`src/rtl/dz_scan_buf.sv`:
```
// Double-buffered red/green dot-matrix scan driver with per-row dwell, anti-ghost
// blanking and tear-free front/back swaps taken only at frame boundaries.
module dz_scan_buf #(
    parameter int ROWS           = 8,
    parameter int COLS           = 8,
    parameter int DWELL          = 1,
    parameter int BLANK          = 0,
    parameter bit ROW_ACTIVE_LOW = 1
) (
    input  logic                    clk,
    input  logic                    rst,
    input  logic                    enable,
    input  logic                    wr_en,
    input  logic [$clog2(ROWS)-1:0] wr_row,
    input  logic [COLS-1:0]         wr_r,
    input  logic [COLS-1:0]         wr_g,
    input  logic                    swap_req,
    output logic                    swap_ack,
    output logic                    frame_start,
    output logic [ROWS-1:0]         row,
    output logic [COLS-1:0]         colr,
    output logic [COLS-1:0]         colg
);
    localparam int RW     = $clog2(ROWS);
    localparam int PERIOD = BLANK + DWELL;
    localparam int PW     = (PERIOD > 1) ? $clog2(PERIOD) : 1;
    localparam logic [ROWS-1:0] ROW_IDLE = ROW_ACTIVE_LOW ? '1 : '0;

    // Each bank entry holds {red, green} for one row.
    logic [2*COLS-1:0] bank [2][ROWS];
    logic              front_sel;
    logic              pending;
    logic              scanning;
    logic              ack_pipe;
    logic [RW-1:0]     ri;
    logic [PW-1:0]     pc;

    logic              last_pc;
    logic              last_row;
    logic              boundary;
    logic              do_swap;
    logic              wr_ok;
    logic              show;
    logic [2*COLS-1:0] front_row;
    logic [ROWS-1:0]   row_sel;

    // A disabled or not-yet-started scan counts as a boundary so pending swaps land at once.
    always_comb begin
        last_pc   = (int'(pc) == PERIOD - 1);
        last_row  = (int'(ri) == ROWS - 1);
        boundary  = !enable || !scanning || (last_pc && last_row);
        do_swap   = boundary && (pending || swap_req);
        wr_ok     = wr_en && (int'(wr_row) < ROWS);
        show      = scanning && (int'(pc) >= BLANK);
        front_row = bank[front_sel][ri];
        row_sel   = ROWS'(1) << ri;
    end

    always_ff @(posedge clk) begin
        if (rst) begin
            scanning  <= 1'b0;
            ri        <= '0;
            pc        <= '0;
            pending   <= 1'b0;
            front_sel <= 1'b0;
            ack_pipe  <= 1'b0;
            for (int r = 0; r < ROWS; r++) begin
                bank[0][r] <= '0;
                bank[1][r] <= '0;
            end
        end else begin
            // Writes use the pre-swap back bank, so a boundary-cycle write shows in the new frame.
            if (wr_ok) begin
                bank[~front_sel][wr_row] <= {wr_r, wr_g};
            end

            if (!enable) begin
                scanning <= 1'b0;
                ri       <= '0;
                pc       <= '0;
            end else if (!scanning || last_pc) begin
                scanning <= 1'b1;
                pc       <= '0;
                ri       <= (!scanning || last_row) ? '0 : ri + 1'b1;
            end else begin
                pc <= pc + 1'b1;
            end

            if (do_swap) begin
                front_sel <= ~front_sel;
                pending   <= 1'b0;
            end else begin
                pending <= pending | swap_req;
            end
            ack_pipe <= do_swap;
        end
    end

    // Output stage lags the scan state by one cycle; ack is delayed to line up with frame_start.
    always_ff @(posedge clk) begin
        if (rst) begin
            row         <= ROW_IDLE;
            colr        <= '0;
            colg        <= '0;
            swap_ack    <= 1'b0;
            frame_start <= 1'b0;
        end else begin
            swap_ack    <= ack_pipe;
            frame_start <= scanning && (ri == '0) && (pc == '0);
            row         <= show ? (ROW_ACTIVE_LOW ? ~row_sel : row_sel) : ROW_IDLE;
            colr        <= show ? front_row[2*COLS-1:COLS] : '0;
            colg        <= show ? front_row[COLS-1:0] : '0;
        end
    end
endmodule
```
`config.mk`:
```
export PLATFORM = sky130hd
export DESIGN_NAME = dz_scan_buf
export DESIGN_NICKNAME = d
export VERILOG_FILES = /design/src/rtl/dz_scan_buf.sv
export SDC_FILE = /design/constraint.sdc
export NUM_CORES = 1
export LEC_CHECK = 0
export BUFFER_PORTS_ARGS = -buffer_cell sky130_fd_sc_hd__clkbuf_2
export CAP_MARGIN = 40
export CORE_ASPECT_RATIO = 0.8
export CORE_MARGIN = 2
export CORE_UTILIZATION = 30
export DETAILED_ROUTE_END_ITERATION = 10
export GPL_ROUTABILITY_DRIVEN = 0
export MAX_ROUTING_LAYER = met4
export PLACE_DENSITY_LB_ADDON = 0.08
export SYNTH_ARGS = -nofsm -noshare
export SYNTH_HDL_FRONTEND = slang
export SYNTH_SLANG_ARGS = --single-unit
```
`constraint.sdc`:
```
create_clock -name clk -period 2.6 [get_ports clk]
set_input_delay 0.65 -clock clk [delete_from_list [all_inputs] [get_ports clk]]
set_output_delay 0.65 -clock clk [all_outputs]
set_load 0.01 [all_outputs]
```
# Yosys cells after proc, flatten, opt, wreduce, memory -nomap -nowiden
# Memories as Yosys holds them, arrays and structs flattened. A register that Yosys moved wholly into a read port is not among the register bits.
# Cells that the tools add are included.
# totals
memories,1
ramBits,256
out_inout_bits,26
inputBits,24
reg_bits,34
word_cells,62
# mem_list
name,depth,word_bits,rd,rd_clocked_by_memory_dff,write_ports,line,source
bank,2,128,1,1,2,30,logic [2*COLS-1:0] bank [2][ROWS];
# op_classes
bitwise_logic,9
eq_ne,1
shift,1
add_sub_neg,2
reduce_logical,18
muxes,16
order_cmp,3
# ops
op,count
$mux W128,3
$reduce_or A128 Y1,1
$bmux W16 S3,1
$demux W16 S3,1
$mux W16,3
$ge A4 B4 Y1 const B,2
$not A3 Y4,2
$not A8 Y8,1
$shl A1 B3 Y8 const A,1
$mux W1,7
$reduce_or A2 Y1,3
$logic_and A1 B1 Y1,5
$logic_or A1 B1 Y1,5
$not A1 Y1,5
$lt A4 B1 Y1 const B,1
$add A3 B1 Y3 const B,1
$eq A3 B1 Y1 const B,1
$logic_not A3 Y1,1
$mux W3,1
$reduce_or A3 Y1,1
$logic_not A1 Y1,2
$add A1 B1 Y1 const B,1
$or A1 B1 Y1,1

# Logic depth before layout (Yosys ltp)
# depth
word_depth,8
depth_mapped,7
depth_no_buf,6

# Worst setup path after synthesis
# OpenSTA, ideal clock, no wires.
# synth_path
path_type,input to register
startpoint,input port rst
endpoint,memory bank[1][112] (netlist name) (enable)
n_path_buf,0
slack_ns,0.475
setup_time_ns,0.334
arrival_time_ns,1.791
t_required_ns,2.266
path_stages,3
path_cell_list,or4b_4 nor3_4 or2_2
# synth_rtl
item,line,source
start: declaration,11,"input logic rst,"
end: declaration,30,

# Final worst setup path
# layout_path
startpoint,register ri[0]
endpoint,register colr[1]
# layout_via
elab_chain_len,4
# layout_lines
item,line,source
start: declaration,35,logic [RW-1:0] ri;
start signal: assignment,84,ri <= (!scanning || last_row) ? '0 : ri + 1'b1;
$not A3 Y4 (not written as such),55,front_row = bank[front_sel][ri];
$bmux W16 S3,55,
$mux W16 (not written as such) (2 in a row),55,
end signal: assignment,111,colr <= show ? front_row[2*COLS-1:COLS] : '0;
end: declaration,21,"output logic [COLS-1:0] colr,"
# No other way between the ends. The select of a mux whose other input is x is not followed.
# A chain may end at the register's enable or synchronous reset.

==> impl_metrics.tcl <==
set metrics [dict create \
    wl_met1_mm 18.00 \
    critPathRequiredTime_ns 2.93 \
    dieArea_mm2 0.04440 \
    path_max_fanout 12 \
    clockBufferDepth 3 \
    synth_seq_area_share_pct 65.44 \
    netlist_instances 914 \
    fin_worst_skew_ns 0.01527 \
    drv_slew 0 \
    min_period_ns 2.195 \
    status "complete, no violations" \
    grt_pass1_vias 7545 \
    synth_edf_count 256 \
    io_pins 50 \
    wl_met2_mm 15.91 \
    synth_seq_cells 291 \
    path_class "register to register" \
    rows 67 \
    cts_max_level 2 \
    core_mm2 0.04200 \
    dr_wl_met3_mm 1.497 \
    grt.overflow.total 0 \
    initial_utilization_pct 30.52 \
    pwr_density_cell_mw_per_mm2 718.9 \
    layout_commonest_cell "and2_1" \
    cts_hold_buf 0 \
    grt_pass1_wl_mm 53.92 \
    netlist_area_mm2 0.01282 \
    grt_antenna_before_repair 1 \
    cp-end-kind "register" \
    hpwl_mm 23.58 \
    cp.arrival_ns 2.53 \
    hold_path_class "primary input to register" \
    worstMarginPinSlew_ns 0.6556 \
    die_w_um 235.1 \
    cts_made_buffers 34 \
    fmax_mhz 455.5 \
    maxCapViolations 0 \
    final_area_mm2 0.01509 \
    vias_per_cell 4.685 \
    num_vias 7322 \
    critPathLaunchType "register" \
    max_slew_margin_pct 56.23 \
    async_reset_ff_share_pct 0 \
    setup_tns_ns 0 \
    dr.pass1.iters 5 \
    clockRootBuffer "clkbuf_16" \
    grt_use_total_pct 17.16 \
    drive_above_1_share_pct 20.08 \
    seq_area_mm2 0.008392 \
    ant_nets 0 \
    post_cts_buffers 0 \
    clkSinkCount 291 \
    peakVddDrop_v 0.0003630 \
    drt_iter0_drc 502 \
    fillCellCount 4002 \
    clkLatencyLatePin_ns 0.53 \
    syn2layout_area_growth_pct 17.76 \
    synth_top_flop_cell "edfxtp_1" \
    die_h_um 188.9 \
    ys_types 37 \
    fin_nets 1016 \
    leakagePower_uw 0.005533 \
    dr.max_layer_used "met4" \
    multi_input_area_mm2 0.004138 \
    cts_tree "built" \
    fin_crit_sh_pct 84.44 \
    grt_max_degree 42 \
    route.detailed.drc 0 \
    rsz0062_at_grt "no" \
    syn_area_per_cell_um2 14.02 \
    wl_per_cell_um 23.08 \
    placed_area_mm2 0.01400 \
    path_clk_slew_ns 0.06 \
    insertedDiodeCount 0 \
    io_buffers 49 \
    final_cell_mix "and2_1, edfxtp_1, mux2i_1" \
    wirelength_mm 36.08 \
    cts_resized 0 \
    setup_viol 0 \
    hold_viol 0 \
    synth_warnings 0 \
    syn_nets 944 \
]
final timing paths:
kind / slack (ns) / startpoint / cells after the start / to
hold reg to reg: 0.44 / ack_pipe / 1 / swap_ack
hold / removal: 0.40 / enable / 2 / scanning
setup / recovery: 0.40 / ri[0] / 3 / colr[1]
setup reg to reg: 0.40 / ri[0] / 3 / colr[1]
through the flow:
step	util [%]	hold slack, ns	power, µW	std cells	setup slack, ns
2_1_floorplan	-	0.4138	5860	914	0.4751
3_3_place_gp	33.33	0.4180	6201	1502	0.2350
3_5_place_dp	33.33	0.4289	6197	1502	0.2285
4_1_cts	35.94	0.3866	11010	1563	0.3519
5_1_grt	35.94	0.4189	11240	1563	0.3058
6_report	35.94	0.4044	10850	1563	0.4045
routing by layer:
layer | up-vias | track usage, %
met1 | 3676 | 24.93
li1 | 3438 | -
met2 | 157 | 25.07
met5 | - | -
met4 | 0 | 4.333
met3 | 51 | 2.639
state kept, by name (all words and copies together), names as in the netlist, named ones only:
| register | flops |
|---|---|
| ri | 3 |
| swap_ack | 1 |
| colr | 8 |
| ack_pipe | 1 |
| frame_start | 1 |
| pending | 1 |
| pc | 1 |
| row | 8 |
| front_sel | 1 |
| colg | 8 |
| scanning | 1 |
| bank | 256 |
critical path, cell delays in order, from the launching register on:
cell and delay, ns:
dfxtp_1 0.73, clkinv_1 0.56, nor2_1 0.43, o21ai_0 0.28
cells by family after synthesis:
group                    after synthesis  synth area share [%]
AND/OR/NAND/NOR                      375                 17.26
flip-flops                           291                 65.44
XOR/XNOR                               1               0.06835
AO/OA/AOI/OAI                         68                 3.778
adder cells (fa/ha/maj)                6                0.5857
multiplexers                         103                 10.48
other                                  1               0.02926
buffers and inverters                 69                 2.352
report_power, final:
part / internal [µW] / leakage, µW / total, µW / switching (µW)
logic: 290 / 0.00208 / 749 / 459
registers: 5250 / 0.00293 / 5330 / 75.1
clock network: 2810 / 0.000526 / 4770 / 1960
total: 8350 / 0.00553 / 10900 / 2500
final cells by class:
type                       instances  share of cell area [%]
multi-input combinational        554                   27.41
tap                              552                   4.576
clock buffer                      50                   6.441
timing repair buffer             102                   5.090
inverter                           3                 0.07461
clock inverter                    11                  0.8041
sequential                       291                   55.60
synth_stat cells, drive strengths merged, types with 2 or more instances:
master / count / share of area, %
nand2b: 2 / 0.098
ha: 6 / 0.59
clkbuf: 43 / 1.3
or2: 16 / 0.78
and2: 259 / 13
a22oi: 30 / 1.8
nor2: 28 / 1.0
nor2b: 6 / 0.29
nand4bb: 2 / 0.18
a21oi: 12 / 0.47
nor3: 6 / 0.40
edfxtp: 256 / 60
mux4: 25 / 4.4
clkinv: 2 / 0.059
dfxtp: 35 / 5.5
nand3: 7 / 0.27
a311oi: 9 / 0.62
o21ai: 7 / 0.27
mux2i: 78 / 6.1
o2111ai: 9 / 0.62
nand2: 45 / 1.3
buf: 23 / 0.98
No activity file was read; power rests on OpenSTA's default activity.
